## src/rtl/alu_issue_scoreboard.sv

```systemverilog
// rtl/alu_issue_scoreboard.sv - decode-to-ALU issue control with RAW/WAW scoreboarding and drain handshake
// Per-register pending counters gate issue; a small FSM quiesces the pipe on drain_req.
module alu_issue_scoreboard #(
  parameter int NUM_REGS     = 32,
  parameter int ADDR_W       = 5,
  parameter int MAX_INFLIGHT = 3,
  parameter int CNT_W        = 2
) (
  input  logic              clk,
  input  logic              reset_n,
  input  logic              dec_valid,
  output logic              dec_ready,
  input  logic [ADDR_W-1:0] dec_rs1_addr,
  input  logic              dec_rs1_used,
  input  logic [ADDR_W-1:0] dec_rs2_addr,
  input  logic              dec_rs2_used,
  input  logic [ADDR_W-1:0] dec_rd_addr,
  input  logic              dec_rd_wr_en,
  output logic              ex_issue,
  input  logic              wb_retire,
  input  logic [ADDR_W-1:0] wb_rd_addr,
  input  logic              wb_rd_wr_en,
  input  logic              drain_req,
  output logic              drain_ack,
  output logic [2:0]        inflight,
  output logic              err_underflow
);

  typedef enum logic [1:0] {S_RUN, S_DRAIN, S_DRAINED} state_t;

  localparam logic [CNT_W-1:0] CNT_MAX = '1;

  state_t           state, state_next;
  logic [CNT_W-1:0] pend [NUM_REGS];
  logic [2:0]       inflight_next;
  logic             hazard, fire;
  logic             inc_en, dec_en, same_reg;
  logic             pend_uflow, infl_uflow;

  always_comb begin
    hazard = (dec_rs1_used && dec_rs1_addr != '0 && pend[dec_rs1_addr] != '0) ||
             (dec_rs2_used && dec_rs2_addr != '0 && pend[dec_rs2_addr] != '0) ||
             (dec_rd_wr_en && dec_rd_addr != '0 && pend[dec_rd_addr] == CNT_MAX);
    dec_ready = (state == S_RUN) && !drain_req && (inflight < 3'(MAX_INFLIGHT)) && !hazard;
    fire = dec_valid && dec_ready;
  end

  // An increment and a decrement of the same register cancel; register 0 is never tracked.
  always_comb begin
    inc_en     = fire && dec_rd_wr_en && dec_rd_addr != '0;
    dec_en     = wb_retire && wb_rd_wr_en && wb_rd_addr != '0;
    same_reg   = inc_en && dec_en && (dec_rd_addr == wb_rd_addr);
    pend_uflow = dec_en && !same_reg && pend[wb_rd_addr] == '0;
    infl_uflow = wb_retire && inflight == '0;
  end

  always_comb begin
    inflight_next = inflight;
    if (fire && !wb_retire) begin
      inflight_next = inflight + 3'd1;
    end else if (wb_retire && !fire && inflight != '0) begin
      inflight_next = inflight - 3'd1;
    end
  end

  always_comb begin
    state_next = state;
    case (state)
      S_RUN: begin
        if (!fire && drain_req) begin
          state_next = (inflight == '0) ? S_DRAINED : S_DRAIN;
        end
      end
      S_DRAIN: begin
        if (inflight_next == '0) begin
          state_next = S_DRAINED;
        end
      end
      S_DRAINED: begin
        if (!drain_req) begin
          state_next = S_RUN;
        end
      end
      default: state_next = S_RUN;
    endcase
  end

  always_ff @(posedge clk or negedge reset_n) begin
    if (!reset_n) begin
      state         <= S_RUN;
      inflight      <= '0;
      ex_issue      <= 1'b0;
      drain_ack     <= 1'b0;
      err_underflow <= 1'b0;
    end else begin
      state         <= state_next;
      inflight      <= inflight_next;
      ex_issue      <= fire;
      drain_ack     <= (state_next == S_DRAINED);
      err_underflow <= err_underflow | pend_uflow | infl_uflow;
    end
  end

  // A decrement of an already-zero counter holds it at zero rather than wrapping.
  always_ff @(posedge clk or negedge reset_n) begin
    if (!reset_n) begin
      for (int r = 0; r < NUM_REGS; r++) begin
        pend[r] <= '0;
      end
    end else if (!same_reg) begin
      for (int r = 1; r < NUM_REGS; r++) begin
        if (inc_en && dec_rd_addr == ADDR_W'(r)) begin
          pend[r] <= pend[r] + CNT_W'(1);
        end else if (dec_en && wb_rd_addr == ADDR_W'(r) && pend[r] != '0) begin
          pend[r] <= pend[r] - CNT_W'(1);
        end
      end
    end
  end

endmodule

```

## config.mk

```make
export PLATFORM = sky130hd
export DESIGN_NAME = alu_issue_scoreboard
export DESIGN_NICKNAME = d
export VERILOG_FILES = /design/src/rtl/alu_issue_scoreboard.sv
export SDC_FILE = /design/constraint.sdc
export NUM_CORES = 1
export LEC_CHECK = 0
export CORE_ASPECT_RATIO = 0.5
export CORE_MARGIN = 1
export CORE_UTILIZATION = 54
export DETAILED_ROUTE_END_ITERATION = 10
export PLACE_DENSITY = 0.73
export SETUP_SLACK_MARGIN = 0.1
export SYNTH_ARGS = -nofsm -noshare
export SYNTH_HDL_FRONTEND = slang
export SYNTH_SLANG_ARGS = --single-unit
```

## constraint.sdc

```tcl
create_clock -name clk -period 5.2 [get_ports clk]
set_input_delay 1.04 -clock clk [delete_from_list [all_inputs] [get_ports clk]]
set_output_delay 1.04 -clock clk [all_outputs]
set_load 0.01 [all_outputs]
```

==> results_dict.tcl, run 1 <==
set metrics [dict create \
    status "finished, final reports clean" \
    grt_max_degree 71 \
    p_leak_nw 2.94 \
    worstSetupPathType "in -> out" \
    final_common_cell "sky130_fd_sc_hd__dfrtp_1" \
    finClkSkew_ps 8.42 \
    timing.hold.worst.class "reg -> reg" \
    drt_first_iter_violations 907 \
    synth_async_sr_flop_share 1.00 \
    yosys_top_cell_by_area "sky130_fd_sc_hd__dfrtp_1" \
    dieArea_sq_mm 0.0122 \
    synth_enable_flop_cells 0 \
    first_global_vias 6214 \
    crit_path_end_kind "primary output" \
    core-area_sq_mm 0.0112 \
    critPathArrivalTime_ps 3880 \
    grt.overflow.total 0 \
    final_number_of_hold_violating_endpoints 0 \
    detail_route.vias_per_cell 7.27 \
    ctsHoldBuffers 0 \
    cts_buffer_depth 2 \
    synth-seq-area-share 0.277 \
    setup.worst_path.start_class "input pin" \
    drc 0 \
    regToRegSetupSlack_ps 1720 \
    worst-slew-pin-transition_ps 955 \
    setup-violations-final 0 \
    power_per_cell_area_mw_per_mm2 279 \
    rows 27 \
    detailedRoute.firstPassIterationCount 6 \
    io_pins 36 \
    chipHeight_um 78.5 \
    synth-seq-cells 70 \
    detail_route.wirelength_um 23200 \
    timing.rr.start "pend[34]$_DFFE_PN0P_" \
    numClockSinks 70 \
    synth_warnings 2 \
    fillerInstances 933 \
    antenna_found_initial 0 \
    r2r-end "pend[4]$_DFFE_PN0P_" \
    synth_cell_type_count 71 \
    cp_endpoint "dec_ready" \
    cts_root_buf "sky130_fd_sc_hd__clkbuf_16" \
    fin_setup_tns_ps 0 \
    max_cap_violations 0 \
    layoutNonFillerInstCount 905 \
    timing.final.crit_share 0.945 \
    grt_first_pass_wirelength_um 36000 \
    netlist_area_sq_mm 0.00631 \
    slew_viol_final 0 \
    worst_r2r_path_depth 11 \
    clkTransAtPathRegs_ps 60 \
    flow.area_growth_from_synthesis_pct 14.8 \
    syn_nets 744 \
    max-slew-margin-rel 0.362 \
    worst_skew_pair.late_latency_ps 350 \
    ant_nets 0 \
    drive_above_1_share 0.137 \
    fin_nets 773 \
    globalplace.congestion 1.01 \
    cts_tree "yes" \
    grt_usage 0.397 \
    placed_cells 889 \
    mostFrequentLayoutCells "sky130_fd_sc_hd__dfrtp_1 (70), sky130_fd_sc_hd__nor2_1 (65), sky130_fd_sc_hd__nand2_1 (56)" \
    count_of_vias_placed_by_the_detailed_router 6579 \
    diodes 0 \
    dieWidth_um 155 \
    clock.fmax_mhz 203 \
    worstSetupStartpoint "dec_rd_addr[1]" \
    io_buffers 35 \
    cts_buffer_count 9 \
    route.detailed.wl_per_inst_um 25.6 \
    critical_path_required_ps 4160 \
    netlist_instances 712 \
    dpl.hpwl_um 16800 \
    htreeDepth 3 \
    synthesis.area_per_instance_sq_um 8.87 \
    grt_setup_unrepaired "false" \
    cp_max_fo 33 \
    synthTopCellsByArea "sky130_fd_sc_hd__dfrtp_1 (28%), sky130_fd_sc_hd__mux4_2 (9.6%), sky130_fd_sc_hd__mux2i_1 (5.7%)" \
    total_of_cells_resized_after_clock_tree_synthesis 0 \
    cts.repair_timing.setup_buffer_count 0 \
    main_flop_type_after_synthesis "sky130_fd_sc_hd__dfrtp_1" \
    finalCriticalPeriod_ps 4920 \
    start_util 0.565 \
    yosysTopAreaCellShare 0.277 \
    max-vdd-ir-drop_mv 0.157 \
]
per-layer routing:
layer,vias to the layer above,wire length [um],GRT usage
met5,-,0,0
met4,0,696,0.134
li1,2852,-,-
met2,471,9620,0.576
met3,72,3310,0.138
met1,3184,9540,0.546
worst min path at each step:
stage	from	to	slack, ps	cells past startpoint
6_report	err_underflow$_DFF_PN0_	err_underflow$_DFF_PN0_	490	2
5_1_grt	err_underflow$_DFF_PN0_	err_underflow$_DFF_PN0_	550	2
4_1_cts	err_underflow$_DFF_PN0_	err_underflow$_DFF_PN0_	500	2
3_5_place_dp	err_underflow$_DFF_PN0_	err_underflow$_DFF_PN0_	480	2
3_3_place_gp	err_underflow$_DFF_PN0_	err_underflow$_DFF_PN0_	480	2
2_1_floorplan	state[1]$_DFF_PN0_	state[0]$_DFF_PN0_	460	1
metrics by stage:
stage	area (sq um)	power [mW]	hold slack, ps	util	setup WS, ps
2_1_floorplan	6310	1.05	456	-	1300
3_3_place_gp	6920	1.28	476	0.619	346
3_5_place_dp	6920	1.29	479	0.619	330
4_1_cts	7250	2.00	498	0.648	322
5_1_grt	7250	2.09	549	0.648	226
6_report	7250	2.02	487	0.648	284
cell type report:
class / count / area (sq um) / share of cell area
repair buffers: 68 / 646 / 0.0891
flip-flops and latches: 70 / 1750 / 0.242
clock buffers: 10 / 239 / 0.0330
inverters: 15 / 56.3 / 0.00777
clock inverters: 6 / 92.6 / 0.0128
well taps: 159 / 199 / 0.0274
multi-input cells: 577 / 4270 / 0.588
synthesized netlist by cell type, types with 5 or more instances:
cell type,instances
sky130_fd_sc_hd__o32ai_1,5
sky130_fd_sc_hd__nor2_1,65
sky130_fd_sc_hd__a211o_1,6
sky130_fd_sc_hd__clkbuf_1,22
sky130_fd_sc_hd__o211ai_1,19
sky130_fd_sc_hd__buf_2,18
sky130_fd_sc_hd__mux4_2,27
sky130_fd_sc_hd__nor2b_1,9
sky130_fd_sc_hd__nor3b_1,32
sky130_fd_sc_hd__o21ai_0,18
sky130_fd_sc_hd__and2_1,8
sky130_fd_sc_hd__a31oi_1,5
sky130_fd_sc_hd__o311ai_0,15
sky130_fd_sc_hd__a41oi_1,17
sky130_fd_sc_hd__buf_4,5
sky130_fd_sc_hd__nor3_1,32
sky130_fd_sc_hd__nand3b_1,5
sky130_fd_sc_hd__dfrtp_1,70
sky130_fd_sc_hd__o21a_1,13
sky130_fd_sc_hd__nand3_1,33
sky130_fd_sc_hd__inv_1,14
sky130_fd_sc_hd__nand2b_1,11
sky130_fd_sc_hd__o22a_1,11
sky130_fd_sc_hd__mux2_2,7
sky130_fd_sc_hd__a21oi_1,21
sky130_fd_sc_hd__mux2i_1,36
sky130_fd_sc_hd__nand2_1,56
sky130_fd_sc_hd__or3_1,6
sky130_fd_sc_hd__a211oi_1,13
sky130_fd_sc_hd__and3_1,6
sky130_fd_sc_hd__nor4_1,17
sky130_fd_sc_hd__or4_1,12
sky130_fd_sc_hd__nand4_1,8
state kept, by name (all words and copies together) (netlist names):
| signal | count |
|---|---|
| inflight | 3 |
| pend | 62 |
| ex_issue | 1 |
| state | 2 |
| err_underflow | 1 |
| drain_ack | 1 |
power by group:
part | switching [mW] | internal (mW)
clock network | 0.272 | 0.436
logic | 0.356 | 0.263
registers | 0.0938 | 0.600
total | 0.721 | 1.30
critical path, cell delays in order:
cell and delay, ps:
sky130_fd_sc_hd__clkdlybuf4s50_1 500, sky130_fd_sc_hd__buf_12 220, sky130_fd_sc_hd__mux2i_1 240, sky130_fd_sc_hd__o32ai_1 90, sky130_fd_sc_hd__or3_1 300, sky130_fd_sc_hd__o221ai_1 410, sky130_fd_sc_hd__and4_4 310, sky130_fd_sc_hd__and2_1 180
sky130_fd_sc_hd__clkdlybuf4s50_1 550
kinds of logic (layout without fill, tap and decap cells):
logic type	count (synthesis)	count (layout)	share of synthesized area
simple gates	325	325	0.289
compound gates	172	172	0.204
mux	70	70	0.166
flops	70	70	0.277
buf+inv	65	99	0.0481
xor+xnor	7	7	0.00971
fa+ha+maj	3	3	0.00594
No activity file was read; power rests on OpenSTA's default activity.
==> run 2, diff against run 1 <==
- PLACE_DENSITY: 0.73 -> 0.83
==> run 2 against run 1 <==
Net effect:
- largest cell class unchanged
- power shrank 6.1%
- critical path type unchanged
- clock skew grew 0.93 ps
- global-route usage shrank 1.6 points
- clock power shrank 16%
- highest routed layer unchanged
- die area is the same
- critical path depth shrank 1
- cell area shrank 1.3%
==> results_dict.tcl, run 2 (same netlist as run 1, synthesis figures left out) <==
set metrics [dict create \
    pwr-share-seq 0.367 \
    cts_buffer_depth 2 \
    status "finished, final reports clean" \
    core-area_sq_mm 0.0112 \
    total_of_cells_resized_after_clock_tree_synthesis 0 \
    numClockSinks 70 \
    timing.hold.worst.class "reg -> reg" \
    max-slew-margin-rel 0.335 \
    intPower_mw 1.19 \
    finClkSkew_ps 9.35 \
    slew_viol_final 0 \
    cts.repair_timing.setup_buffer_count 0 \
    post_placement_setup_slack_ps 393 \
    dieArea_sq_mm 0.0122 \
    count_of_vias_placed_by_the_detailed_router 6672 \
    fin_nets 771 \
    share_clk_of_total_power 0.313 \
    detail_route.wirelength_um 22600 \
    max-vdd-ir-drop_mv 0.146 \
    rows 27 \
    switching_power_uw 704 \
    worst_skew_pair.late_latency_ps 340 \
    setup.worst_path.start_class "input pin" \
    placed_cells 887 \
    cp_max_fo 6 \
    timing.final.crit_share 0.927 \
    largest_register_ffs 62 \
    worst-slew-pin-transition_ps 990 \
    reg_top3 "pend x62, inflight x3, state x2" \
    multi_input_area_sq_mm 0.00427 \
    critical_path_required_ps 4160 \
    seqCellArea_sq_mm 0.00175 \
    dpl.hpwl_um 16500 \
    p_leak_nw 2.90 \
    start_util 0.565 \
    crit_path_end_kind "primary output" \
    ctsHoldBuffers 0 \
    io_buffers 35 \
    drive_above_1_share 0.133 \
    worstSetupPathType "in -> out" \
    cts_root_buf "sky130_fd_sc_hd__clkbuf_16" \
    max_flop_register "pend" \
    max_cap_violations 0 \
    final_common_cell "sky130_fd_sc_hd__dfrtp_1" \
    fin_setup_tns_ps 0 \
    cts_buffer_count 9 \
    ant_nets 0 \
    route.detailed.wl_per_inst_um 25.0 \
    final_cell_area_sq_mm 0.00715 \
    detailedRoute.firstPassIterationCount 6 \
    grt.overflow.total 0 \
    antenna_found_initial 0 \
    p_sw_frac 0.371 \
    detail_route.vias_per_cell 7.39 \
    final_number_of_hold_violating_endpoints 0 \
    drc 0 \
    postLayoutSetupSlackWorst_ps 377 \
    final.hold.worst_slack_ps 478 \
    clkTransAtPathRegs_ps 60 \
    layoutNonFillerInstCount 903 \
    first_global_vias 6211 \
    flow.area_growth_from_synthesis_pct 13.3 \
    globalplace.congestion 1.03 \
    clock.fmax_mhz 207 \
    place_area_sq_mm 0.00688 \
    power_per_cell_area_mw_per_mm2 265 \
    grt_usage 0.381 \
    grt_max_degree 44 \
    drt_first_iter_violations 962 \
    cts_tree "yes" \
    chipHeight_um 78.5 \
    combPwrFrac 0.321 \
    mostFrequentLayoutCells "sky130_fd_sc_hd__dfrtp_1 (70), sky130_fd_sc_hd__nor2_1 (65), sky130_fd_sc_hd__nand2_1 (56)" \
    htreeDepth 3 \
    finalCriticalPeriod_ps 4820 \
    io_pins 36 \
    grt_setup_unrepaired "false" \
    fillerInstances 944 \
    setup-violations-final 0 \
    grt_first_pass_wirelength_um 34800 \
    critPathArrivalTime_ps 3780 \
    dieWidth_um 155 \
]
-- run 2: per-layer routing --
| metal | share of wire | wire (um) | up-vias | track usage |
|---|---|---|---|---|
| met3 | 0.16 | 3650 | 109 | 0.146 |
| met5 | 0 | 0 | - | 0 |
| met2 | 0.40 | 9070 | 566 | 0.550 |
| met4 | 0.044 | 994 | 0 | 0.165 |
| li1 | - | - | 2858 | - |
| met1 | 0.39 | 8840 | 3139 | 0.505 |
-- run 2: area by class of cell --
| cell class | count | area share |
|---|---|---|
| repair buffers | 66 | 0.0843 |
| diodes | 1 | 0.000350 |
| flip-flops and latches | 70 | 0.245 |
| well taps | 159 | 0.0278 |
| clock buffers | 10 | 0.0334 |
| clock inverters | 5 | 0.00490 |
| multi-input cells | 577 | 0.596 |
| inverters | 15 | 0.00787 |
-- run 2: final timing paths --
path,from,depth (start not counted),slack [ps],to
max in group asynchronous,reset_n,2,3480,pend[17]$_DFFE_PN0P_
min in group asynchronous,reset_n,1,710,pend[53]$_DFFE_PN0P_
worst min-delay path,err_underflow$_DFF_PN0_,2,480,err_underflow$_DFF_PN0_
worst max register to register,pend[42]$_DFFE_PN0P_,10,1730,pend[44]$_DFFE_PN0P_
worst max-delay path,dec_rs2_addr[2],8,380,dec_ready
worst min register to register,err_underflow$_DFF_PN0_,2,480,err_underflow$_DFF_PN0_
-- run 2: metrics by stage --
stage,utilization,power (mW)
2_1_floorplan,-,1.05
3_3_place_gp,0.615,1.27
3_5_place_dp,0.615,1.28
4_1_cts,0.639,1.87
5_1_grt,0.639,1.97
6_report,0.640,1.90
-- run 2: power groups by stage --
stage | Combinational (mW) | Clock (mW) | Sequential, mW
floorplan | 0.381 | 0 | 0.674
global placement | 0.572 | 0 | 0.694
detailed placement | 0.584 | 0 | 0.697
CTS | 0.589 | 0.595 | 0.689
global route | 0.647 | 0.617 | 0.701
finish | 0.608 | 0.593 | 0.695
-- run 2: worst max-delay path, stage by stage --
cell	delay, ps
sky130_fd_sc_hd__clkdlybuf4s50_1	510
sky130_fd_sc_hd__inv_1	270
sky130_fd_sc_hd__mux4_2	550
sky130_fd_sc_hd__a221o_1	350
sky130_fd_sc_hd__nor3_2	110
sky130_fd_sc_hd__and4_4	250
sky130_fd_sc_hd__and2_1	160
sky130_fd_sc_hd__clkdlybuf4s50_1	550
